## src/rtl/spi_pkg.sv

```systemverilog
// Shared definitions for the SPI serial-clock engine.
//   - state_e     : framing FSM states (IDLE/LEAD/RUN/LAG)
//   - CPOL_*/CPHA_*: clock polarity / phase encodings as seen on i_cpol/i_cpha
//   - DEF_DIV_W/DEF_CNT_W: default divider and bit-count widths
package spi_pkg;

  localparam int unsigned DEF_DIV_W = 16;
  localparam int unsigned DEF_CNT_W = 6;

  localparam logic CPOL_IDLE_LOW  = 1'b0;
  localparam logic CPOL_IDLE_HIGH = 1'b1;
  localparam logic CPHA_LEADING   = 1'b0;
  localparam logic CPHA_TRAILING  = 1'b1;

  typedef enum logic [1:0] {
    ST_IDLE,
    ST_LEAD,
    ST_RUN,
    ST_LAG
  } state_e;

endpackage

```

## src/rtl/spi_half_period_tick.sv

```systemverilog
// Half-period timebase for the SPI engine.
// Ports:
//   i_clk, i_rst : system clock, asynchronous active-high reset
//   i_run        : engine is framing a transfer
//   i_div        : half-period minus one (D = i_div + 1 cycles)
//   o_tick       : one-cycle pulse every D cycles while i_run is high
// While not running the counter sits preloaded with i_div, so the first tick
// lands exactly D cycles after i_run rises.
module spi_half_period_tick
  import spi_pkg::*;
#(
  parameter int unsigned DIV_W = DEF_DIV_W
) (
  input  logic             i_clk,
  input  logic             i_rst,
  input  logic             i_run,
  input  logic [DIV_W-1:0] i_div,
  output logic             o_tick
);

  localparam logic [DIV_W-1:0] ONE = {{(DIV_W-1){1'b0}}, 1'b1};

  logic [DIV_W-1:0] cnt_q, cnt_d;

  always_comb begin
    o_tick = i_run && (cnt_q == '0);
    cnt_d  = cnt_q - ONE;
    if (!i_run || o_tick) begin
      cnt_d = i_div;
    end
  end

  always_ff @(posedge i_clk or posedge i_rst) begin
    if (i_rst) begin
      cnt_q <= '0;
    end else begin
      cnt_q <= cnt_d;
    end
  end

endmodule

```

## src/rtl/spi_sclk_engine.sv

```systemverilog
// SPI serial-clock and framing engine.
// Generates SCLK in all four CPOL/CPHA modes from a programmable divider,
// frames the transfer with chip select plus lead/lag guard time, and emits
// single-cycle sample/shift strobes for the data shifter.
// Ports:
//   i_clk, i_rst       : system clock, asynchronous active-high reset
//   i_enable           : block enable; low aborts an active transfer
//   i_start            : transfer request, only looked at in IDLE
//   i_cpol, i_cpha     : SPI mode, latched at acceptance
//   i_divider          : half-period minus one, latched at acceptance
//   i_nbits            : bits per transfer minus one, latched at acceptance
//   o_sclk, o_cs_n     : serial clock and active-low chip select
//   o_sample, o_shift  : capture-MISO / advance-MOSI strobes
//   o_busy, o_done     : transfer active / normal-completion pulse
// All outputs are registered.
module spi_sclk_engine
  import spi_pkg::*;
#(
  parameter int unsigned DIV_W = DEF_DIV_W,
  parameter int unsigned CNT_W = DEF_CNT_W
) (
  input  logic             i_clk,
  input  logic             i_rst,
  input  logic             i_enable,
  input  logic             i_start,
  input  logic             i_cpol,
  input  logic             i_cpha,
  input  logic [DIV_W-1:0] i_divider,
  input  logic [CNT_W-1:0] i_nbits,
  output logic             o_sclk,
  output logic             o_cs_n,
  output logic             o_sample,
  output logic             o_shift,
  output logic             o_busy,
  output logic             o_done
);

  localparam logic [CNT_W:0] EDGE_ONE = {{CNT_W{1'b0}}, 1'b1};

  state_e           state_q, state_d;
  logic             cpol_q, cpol_d;
  logic             cpha_q, cpha_d;
  logic [DIV_W-1:0] div_q, div_d;
  logic [CNT_W-1:0] nbits_q, nbits_d;
  logic [CNT_W:0]   edge_q, edge_d;
  logic             sclk_q, sclk_d;
  logic             cs_n_q, cs_n_d;
  logic             sample_q, sample_d;
  logic             shift_q, shift_d;
  logic             busy_q, busy_d;
  logic             done_q, done_d;

  logic             run;
  logic             tick;
  logic [DIV_W-1:0] tick_div;
  logic             lead_edge;
  logic             last_edge;

  assign run = (state_q != ST_IDLE);

  // The timebase preloads while idle, so hand it the divider that is about
  // to be latched rather than the stale latched copy.
  assign tick_div = run ? div_q : i_divider;

  spi_half_period_tick #(
    .DIV_W (DIV_W)
  ) u_tick (
    .i_clk  (i_clk),
    .i_rst  (i_rst),
    .i_run  (run),
    .i_div  (tick_div),
    .o_tick (tick)
  );

  // edge_q counts edges already issued, so the next edge is leading (odd)
  // when the count is even. The final edge 2N is issued when the count is
  // 2N-1 = {nbits, 1}, which keeps the counter within CNT_W+1 bits.
  assign lead_edge = ~edge_q[0];
  assign last_edge = (edge_q == {nbits_q, 1'b1});

  always_comb begin
    state_d  = state_q;
    cpol_d   = cpol_q;
    cpha_d   = cpha_q;
    div_d    = div_q;
    nbits_d  = nbits_q;
    edge_d   = edge_q;
    sclk_d   = sclk_q;
    cs_n_d   = cs_n_q;
    busy_d   = busy_q;
    sample_d = 1'b0;
    shift_d  = 1'b0;
    done_d   = 1'b0;

    if (state_q == ST_IDLE) begin
      sclk_d = i_cpol;
      cs_n_d = 1'b1;
      busy_d = 1'b0;
      if (i_enable && i_start) begin
        state_d = ST_LEAD;
        cpol_d  = i_cpol;
        cpha_d  = i_cpha;
        div_d   = i_divider;
        nbits_d = i_nbits;
        edge_d  = '0;
        cs_n_d  = 1'b0;
        busy_d  = 1'b1;
      end
    end else if (!i_enable) begin
      state_d = ST_IDLE;
      sclk_d  = cpol_q;
      cs_n_d  = 1'b1;
      busy_d  = 1'b0;
    end else if (tick) begin
      case (state_q)
        // The tick that ends the lead guard also produces edge 1.
        ST_LEAD, ST_RUN: begin
          sclk_d  = ~sclk_q;
          edge_d  = edge_q + EDGE_ONE;
          state_d = last_edge ? ST_LAG : ST_RUN;
          if (cpha_q == CPHA_TRAILING) begin
            shift_d  = lead_edge;
            sample_d = ~lead_edge;
          end else begin
            sample_d = lead_edge;
            shift_d  = ~lead_edge && ~last_edge;
          end
        end
        ST_LAG: begin
          state_d = ST_IDLE;
          cs_n_d  = 1'b1;
          busy_d  = 1'b0;
          done_d  = 1'b1;
        end
        default: state_d = ST_IDLE;
      endcase
    end
  end

  always_ff @(posedge i_clk or posedge i_rst) begin
    if (i_rst) begin
      state_q  <= ST_IDLE;
      cpol_q   <= CPOL_IDLE_LOW;
      cpha_q   <= CPHA_LEADING;
      div_q    <= '0;
      nbits_q  <= '0;
      edge_q   <= '0;
      sclk_q   <= CPOL_IDLE_LOW;
      cs_n_q   <= 1'b1;
      sample_q <= 1'b0;
      shift_q  <= 1'b0;
      busy_q   <= 1'b0;
      done_q   <= 1'b0;
    end else begin
      state_q  <= state_d;
      cpol_q   <= cpol_d;
      cpha_q   <= cpha_d;
      div_q    <= div_d;
      nbits_q  <= nbits_d;
      edge_q   <= edge_d;
      sclk_q   <= sclk_d;
      cs_n_q   <= cs_n_d;
      sample_q <= sample_d;
      shift_q  <= shift_d;
      busy_q   <= busy_d;
      done_q   <= done_d;
    end
  end

  assign o_sclk   = sclk_q;
  assign o_cs_n   = cs_n_q;
  assign o_sample = sample_q;
  assign o_shift  = shift_q;
  assign o_busy   = busy_q;
  assign o_done   = done_q;

endmodule
```

## config.mk

```make
export PLATFORM = sky130hd
export DESIGN_NAME = spi_sclk_engine
export DESIGN_NICKNAME = d
export VERILOG_FILES = /design/src/rtl/spi_pkg.sv /design/src/rtl/spi_half_period_tick.sv /design/src/rtl/spi_sclk_engine.sv
export SDC_FILE = /design/constraint.sdc
export NUM_CORES = 1
export LEC_CHECK = 0
export ABC_AREA = 1
export BUFFER_PORTS_ARGS = -buffer_cell sky130_fd_sc_hd__buf_2
export CORE_MARGIN = 1.5
export CORE_UTILIZATION = 50
export CTS_CLUSTER_SIZE = 8
export DETAILED_ROUTE_END_ITERATION = 8
export PLACE_DENSITY = 0.71
export SETUP_SLACK_MARGIN = 0.5
export SLEW_MARGIN = 40
export SYNTH_ARGS = -nofsm -noshare
export SYNTH_HDL_FRONTEND = slang
export SYNTH_SLANG_ARGS = --single-unit
```

## constraint.sdc

```tcl
create_clock -name i_clk -period 2.6 [get_ports i_clk]
set_input_delay 0 -clock i_clk [delete_from_list [all_inputs] [get_ports i_clk]]
set_output_delay 0 -clock i_clk [all_outputs]
set_load 0.005 [all_outputs]
```

==> After elaboration in Yosys (flattened, before gate mapping) <==
Index checks and enable logic that the tools add are counted.
{ "classes": {"n_reduce_logical": 17, "add_sub_neg": 2, "eq_ne": 8, "bitwise_logic": 3, "muxes": 41} }
{ "ops": {"columns": ["operator", "n"], "rows": [
  ["$mux W7", 5],
  ["$mux W16", 2],
  ["$mux W1", 29],
  ["$logic_not A16 Y1", 1],
  ["$sub A16 B1 Y16 const B", 1],
  ["$mux W2", 5],
  ["$ne A3 B1 Y1 const B", 3],
  ["$reduce_and A2 Y1", 4],
  ["$reduce_bool A2 Y1", 4],
  ["$add A7 B1 Y7 const B", 1],
  ["$eq A7 B7 Y1", 1],
  ["$eq A2 B2 Y1 const B", 2],
  ["$reduce_and A4 Y1", 1],
  ["$logic_and A1 B1 Y1", 3],
  ["$not A1 Y1", 3],
  ["$eq A2 B1 Y1 const B", 1],
  ["$logic_not A2 Y1", 1],
  ["$ne A2 B1 Y1 const B", 1],
  ["$reduce_or A2 Y1", 1],
  ["$logic_not A1 Y1", 1],
  ["$logic_or A1 B1 Y1", 1]
]} }
{ "word_totals": {"output_inout_bits": 6, "input_bits": 28, "wordCells": 84, "register_bits": 55} }

==> Depth between registers and ports, before layout <==
{ "logic_depth": {"word_depth": 8, "depth_mapped": 10, "depth_no_buf": 9} }

==> Cells and area by module <==
Synthesis repeated with hierarchy kept, for this count alone.
{ "hier_totals": {"hier_cells": 425, "area_unflattened_um2": 3129.3} }
{ "by_module_without_submodules": {"columns": ["mod", "seq_area_each_um2", "instances", "area_each_um2", "cells_each"], "rows": [
  ["spi_sclk_engine", 977.2, 1, 2045.7, 264],
  ["spi_half_period_tick", 400.4, 1, 1083.5, 161]
]} }

==> Least setup slack after synthesis <==
Ideal clock, no wire load.
{ "synth_path": {"path_kind": "flip-flop to flip-flop", "startpoint": "register state_q[0]", "endpoint": "register edge_q[3]", "required_ns": 2.479, "synth_period_minus_slack_ns": 1.517, "arrival_ns": 1.396, "n_path_buf": 1, "stages_incl_launch_ff": 10, "setup_time_ns": 0.121, "path_slack_ns": 1.083, "cell_sequence": "dfrtp_1 inv_1 ha_1 inv_2 nand2_1 a21oi_1 nand2_4 buf_6 nand2_1 o21ai_1"} }
{ "synth_between": {"elab_chain_cells": 4, "word_cells_on_any_way": 12, "classes_between": "eq/ne: 3; mux: 1; reduce/logical: 8"} }
{ "synth_rtl": {"columns": ["element", "line_no", "text"], "rows": [
  ["from (decl)", "spi_sclk_engine.sv:40", "state_e state_q, state_d;"],
  ["from (signal assigned)", "spi_sclk_engine.sv:155", "state_q <= state_d;"],
  ["$eq A2 B1 Y1 (tied with other cells)", "spi_sclk_engine.sv:115", "case (state_q)"],
  ["$reduce_or A2 Y1 / $logic_and A1 B1 Y1 (equally long branches)", "spi_sclk_engine.sv:115, spi_half_period_tick.sv:26", null],
  ["$reduce_bool A2 Y1 (no line)", null, null],
  ["$reduce_and A4 Y1 (no line)", null, null],
  ["to (signal assigned)", "spi_sclk_engine.sv:160", "edge_q <= edge_d;"],
  ["to (decl)", "spi_sclk_engine.sv:45", "logic [CNT_W:0] edge_q, edge_d;"]
]} }
Parallel ways exist; a longest one is shown, timed or not.
A chain may end at the register's enable or synchronous reset.

==> Worst setup path after layout <==
Same ends and word-level chain as after synthesis.

==> impl_metrics.py <==
metrics = {
    "status": {
        "outcome": "finished clean",
    },
    "timing": {
        "max_freq_ghz": 0.5382,
        "fin_tns_setup_ns": 0,
        "tightestPinTransition_ns": 0.5102,
        "period_share_pct": 71.46,
        "final_max_slew_viol_count": 0,
        "slew_headroom_pct": 65.86,
        "fin_crit_ns": 1.858,
        "finalSetupViolations": 0,
        "finalWorstSetupSlack_ns": 0.7420,
        "hold_violations": 0,
        "fin_skew_ns": 0.01334,
        "rsz0062_at_grt": "false",
    },
    "synthesis": {
        "synth_largest_area_cell": "sky130_fd_sc_hd__dfrtp_1",
        "synth_area_sq_mm": 0.003000,
        "yosys.cell_types.count": 28,
        "synth-warning-count": 0,
        "synth_top_cell_area_share_pct": 45.04,
        "syn_nets": 410,
        "ys_ff_latch": 55,
        "synth_cells": 377,
        "seq_area_frac_synth_pct": 45.91,
        "ys_top_cells_by_area": "sky130_fd_sc_hd__dfrtp_1 45%, sky130_fd_sc_hd__nand2_1 15%, sky130_fd_sc_hd__o21ai_0 5.5%",
        "postSynthAreaPerCell_sq_um": 7.959,
    },
    "power_and_ir_drop": {
        "p_leak_nw": 1.757,
        "power.sequential.fraction_pct": 42.2,
        "pwr-share-comb_pct": 43.3,
        "p_int_w": 0.002029,
        "fin_total_pwr_w": 0.003504,
        "clock_power_share_pct": 14.5,
        "worst_ir_drop_vdd_mv": 0.4807,
        "netSwitchingFraction_pct": 42.09,
        "power_density_mw_per_mm2": 980.9,
        "netSwitchingPower_w": 0.001475,
    },
    "finish": {
        "multiInputGateArea_sq_mm": 0.001421,
        "area_growth_syn_to_layout_pct": 19.06,
        "finalNonFillerCells": 510,
        "final_net_count": 467,
        "sequential_cell_area_sq_mm": 0.001378,
        "filler_cell_count": 504,
        "diodes": 0,
        "drive_gt1_share_pct": 18.39,
    },
    "floorplan": {
        "initial_core_util_pct": 51.28,
        "dieWidth_um": 80.47,
        "rows": 28,
        "placeableCoreArea_sq_mm": 0.005851,
        "design.portCount": 34,
        "fp.dieArea_sq_mm": 0.006475,
        "die_y_um": 80.47,
    },
    "detailed_routing": {
        "drt_iter0_drc": 186,
        "total_detailed_routing_wirelength_um": 6235,
        "dr.pass1.iters": 5,
        "final_antenna_net_count": 0,
        "drcViolationCount": 0,
        "drt-wirelength-per-cell_um": 12.23,
        "via_count": 2561,
        "vias_per_cell": 5.022,
    },
    "clocking": {
        "cts_root_buf": "sky130_fd_sc_hd__clkbuf_8",
        "clkLatencyLatePin_ns": 0.32,
        "cts.clk_slew.worst_paths_ns": 0.11,
        "h-tree-depth": 2,
        "post_cts.repair.setup_buffers": 0,
        "number_of_buffers_created_by_cts": 5,
        "cts_sinks": 55,
        "cts-root-to-sink-buffers": 2,
        "tritoncts": "built",
    },
    "grt": {
        "grt_first_pass_wirelength_um": 10820,
        "met3_usage_pct": 4.886,
        "grt_use_met2_pct": 32.52,
        "grt_antenna_before_repair": 0,
        "globalRouteMet1Util_pct": 31.19,
        "global_route.overflow_total": 0,
        "vias_in_the_first_global_route": 2377,
        "grt.total_usage_pct": 21.70,
        "pin_count_of_the_biggest_net_entering_global_routing": 36,
        "globalRoute.busiestLayer": "met2",
    },
    "critical_path": {
        "worst_r2r_endpoint": "edge_q[3]",
        "critical_path.startpoint_type": "flop",
        "path_max_fanout": 14,
        "timing.critical_path.from": "state_q[0]",
        "setup.worst_path.end_class": "flop",
        "crit_required_ns": 2.81,
        "worst_r2r_path_depth": 8,
        "rr_startpoint": "state_q[0]",
        "worstSetupEndpoint": "edge_q[3]",
        "worstPathArrival_ns": 2.07,
        "setup.reg_to_reg.worst_slack_ns": 0.74,
        "crit_type": "reg -> reg",
    },
    "hold_path": {
        "hold_path.class": "in -> reg",
        "worst_hold_path.num_cells": 3,
    },
    "placement": {
        "place_worst_setup_slack_ns": 0.7808,
        "placed_cells_incl_taps": 477,
        "dpl.hpwl_um": 4418,
        "quantity_of_i_o_buffers_inserted_on_ports": 33,
        "finalWeightedCongestion": 0.8909,
    },
    "job": {
        "cap_viol_max_count": 0,
    },
}
==> cells by family (layout without fill, tap and decap cells) <==
family / Yosys count / after routing / share of synthesized area [%]
xor gates and xnor gates: 17 / 17 / 4.962
AOI/OAI and AO/OA: 46 / 46 / 8.132
adders and majority gates: 5 / 5 / 2.085
and+or+nand+nor: 197 / 197 / 28.82
buffers and inverters: 48 / 106 / 6.714
DFF: 55 / 55 / 45.91
muxes: 9 / 9 / 3.378
==> layout by cell type (no fill, tap or decap) <==
| master | instances |
|---|---|
| sky130_fd_sc_hd__xnor2_1 | 11 |
| sky130_fd_sc_hd__nand2_8 | 1 |
| sky130_fd_sc_hd__ha_1 | 5 |
| sky130_fd_sc_hd__nor2_4 | 2 |
| sky130_fd_sc_hd__a21oi_1 | 5 |
| sky130_fd_sc_hd__o21ai_2 | 3 |
| sky130_fd_sc_hd__clkinvlp_4 | 1 |
| sky130_fd_sc_hd__dlygate4sd3_1 | 25 |
| sky130_fd_sc_hd__inv_1 | 33 |
| sky130_fd_sc_hd__mux2_2 | 9 |
| sky130_fd_sc_hd__clkinv_4 | 1 |
| sky130_fd_sc_hd__dfstp_2 | 1 |
| sky130_fd_sc_hd__buf_2 | 33 |
| sky130_fd_sc_hd__nand3_1 | 21 |
| sky130_fd_sc_hd__buf_4 | 4 |
| sky130_fd_sc_hd__inv_2 | 3 |
| sky130_fd_sc_hd__xor2_1 | 6 |
| sky130_fd_sc_hd__nand2_4 | 2 |
| sky130_fd_sc_hd__nand4_1 | 7 |
| sky130_fd_sc_hd__nand2_2 | 5 |
| sky130_fd_sc_hd__dfrtp_1 | 54 |
| sky130_fd_sc_hd__nor2_2 | 5 |
| sky130_fd_sc_hd__nand2_1 | 118 |
| sky130_fd_sc_hd__o21ai_1 | 4 |
| sky130_fd_sc_hd__o21ai_0 | 33 |
| sky130_fd_sc_hd__nor2_1 | 32 |
| sky130_fd_sc_hd__clkbuf_8 | 6 |
| sky130_fd_sc_hd__or2_2 | 4 |
| sky130_fd_sc_hd__o211ai_1 | 1 |
==> per-stage QoR <==
stage	hold WS [ns]	util [%]	cell area (sq um)
after floorplan	0.1329	-	3000
after global placement	0.02601	55.09	3223
after detailed placement	0.02587	55.09	3223
after CTS	0.02211	61.06	3572
after global routing	0.03907	61.06	3572
final	0.02365	61.06	3572
==> power by group through the flow <==
stage	Sequential, W	Clock [W]	Combinational, W
floorplan	0.00142	0	0.00124
global placement	0.00148	0	0.00146
detailed placement	0.00149	0	0.00149
CTS	0.00148	0.000517	0.00153
global route	0.00153	0.000550	0.00177
finish	0.00148	0.000507	0.00152
==> worst min path at each step <==
| stage | slack (ns) | start | end |
|---|---|---|---|
| finish | 0.02 | i_start | div_q[13] |
| CTS | 0.02 | i_start | div_q[13] |
| global route | 0.04 | i_start | div_q[13] |
| detailed placement | 0.03 | i_rst | nbits_q[3] |
| floorplan | 0.13 | i_divider[4] | u_tick.cnt_q[4] |
| global placement | 0.03 | i_rst | nbits_q[5] |
==> what timing repair did <==
action / 4_1_cts / 5_1_grt
hold buffers: 25 / 0
resized for setup: 0 / 0
setup endpoints to repair: 0 / 0
endpoints found under the hold margin: 48 / 0
==> synthesized netlist by cell type <==
| cell | instances |
|---|---|
| sky130_fd_sc_hd__nand3_1 | 21 |
| sky130_fd_sc_hd__mux2_2 | 9 |
| sky130_fd_sc_hd__nand2_2 | 5 |
| sky130_fd_sc_hd__xnor2_1 | 11 |
| sky130_fd_sc_hd__buf_4 | 1 |
| sky130_fd_sc_hd__dfrtp_1 | 54 |
| sky130_fd_sc_hd__buf_2 | 1 |
| sky130_fd_sc_hd__o211ai_1 | 1 |
| sky130_fd_sc_hd__clkbuf_1 | 7 |
| sky130_fd_sc_hd__nor2_1 | 32 |
| sky130_fd_sc_hd__dfstp_2 | 1 |
| sky130_fd_sc_hd__inv_2 | 2 |
| sky130_fd_sc_hd__a21oi_1 | 5 |
| sky130_fd_sc_hd__nand4_1 | 7 |
| sky130_fd_sc_hd__ha_1 | 5 |
| sky130_fd_sc_hd__o21ai_1 | 4 |
| sky130_fd_sc_hd__nand2_1 | 118 |
| sky130_fd_sc_hd__inv_1 | 34 |
| sky130_fd_sc_hd__nor2_4 | 2 |
| sky130_fd_sc_hd__buf_6 | 2 |
| sky130_fd_sc_hd__o21ai_0 | 33 |
| sky130_fd_sc_hd__nand2_8 | 1 |
| sky130_fd_sc_hd__nand2_4 | 2 |
| sky130_fd_sc_hd__clkbuf_2 | 1 |
| sky130_fd_sc_hd__o21ai_2 | 3 |
| sky130_fd_sc_hd__xor2_1 | 6 |
| sky130_fd_sc_hd__nor2_2 | 5 |
| sky130_fd_sc_hd__or2_2 | 4 |
==> critical path, cell delays in order, from the launching register on <==
cell                      delay [ns]
sky130_fd_sc_hd__dfrtp_1        0.39
sky130_fd_sc_hd__inv_1          0.07
sky130_fd_sc_hd__ha_1           0.35
sky130_fd_sc_hd__inv_2          0.26
sky130_fd_sc_hd__nand2_1        0.13
sky130_fd_sc_hd__a21oi_1        0.24
sky130_fd_sc_hd__nand2_4        0.17
sky130_fd_sc_hd__nand2_1        0.09
sky130_fd_sc_hd__o21ai_1        0.06
==> routing by layer <==
layer / part of all wire (%) / up-vias
met5: 0 / -
met4: 1.9 / 0
met3: 5.5 / 13
met2: 43 / 73
met1: 50 / 1177
li1: - / 1298
==> flip-flops by register name, summed over array words and instances (netlist names), 2 cells and up <==
name          flops
state_q           2
div_q            16
nbits_q           6
u_tick.cnt_q     16
edge_q            7
==> area by class of cell <==
type | count | area share [%]
flip-flops and latches | 55 | 38.56
well taps | 75 | 2.627
repair buffers | 62 | 12.47
clock buffers | 6 | 2.312
inverters | 36 | 3.783
multi-input cells | 274 | 39.79
clock inverters | 2 | 0.4553
Power figures use the tool's default switching activity.
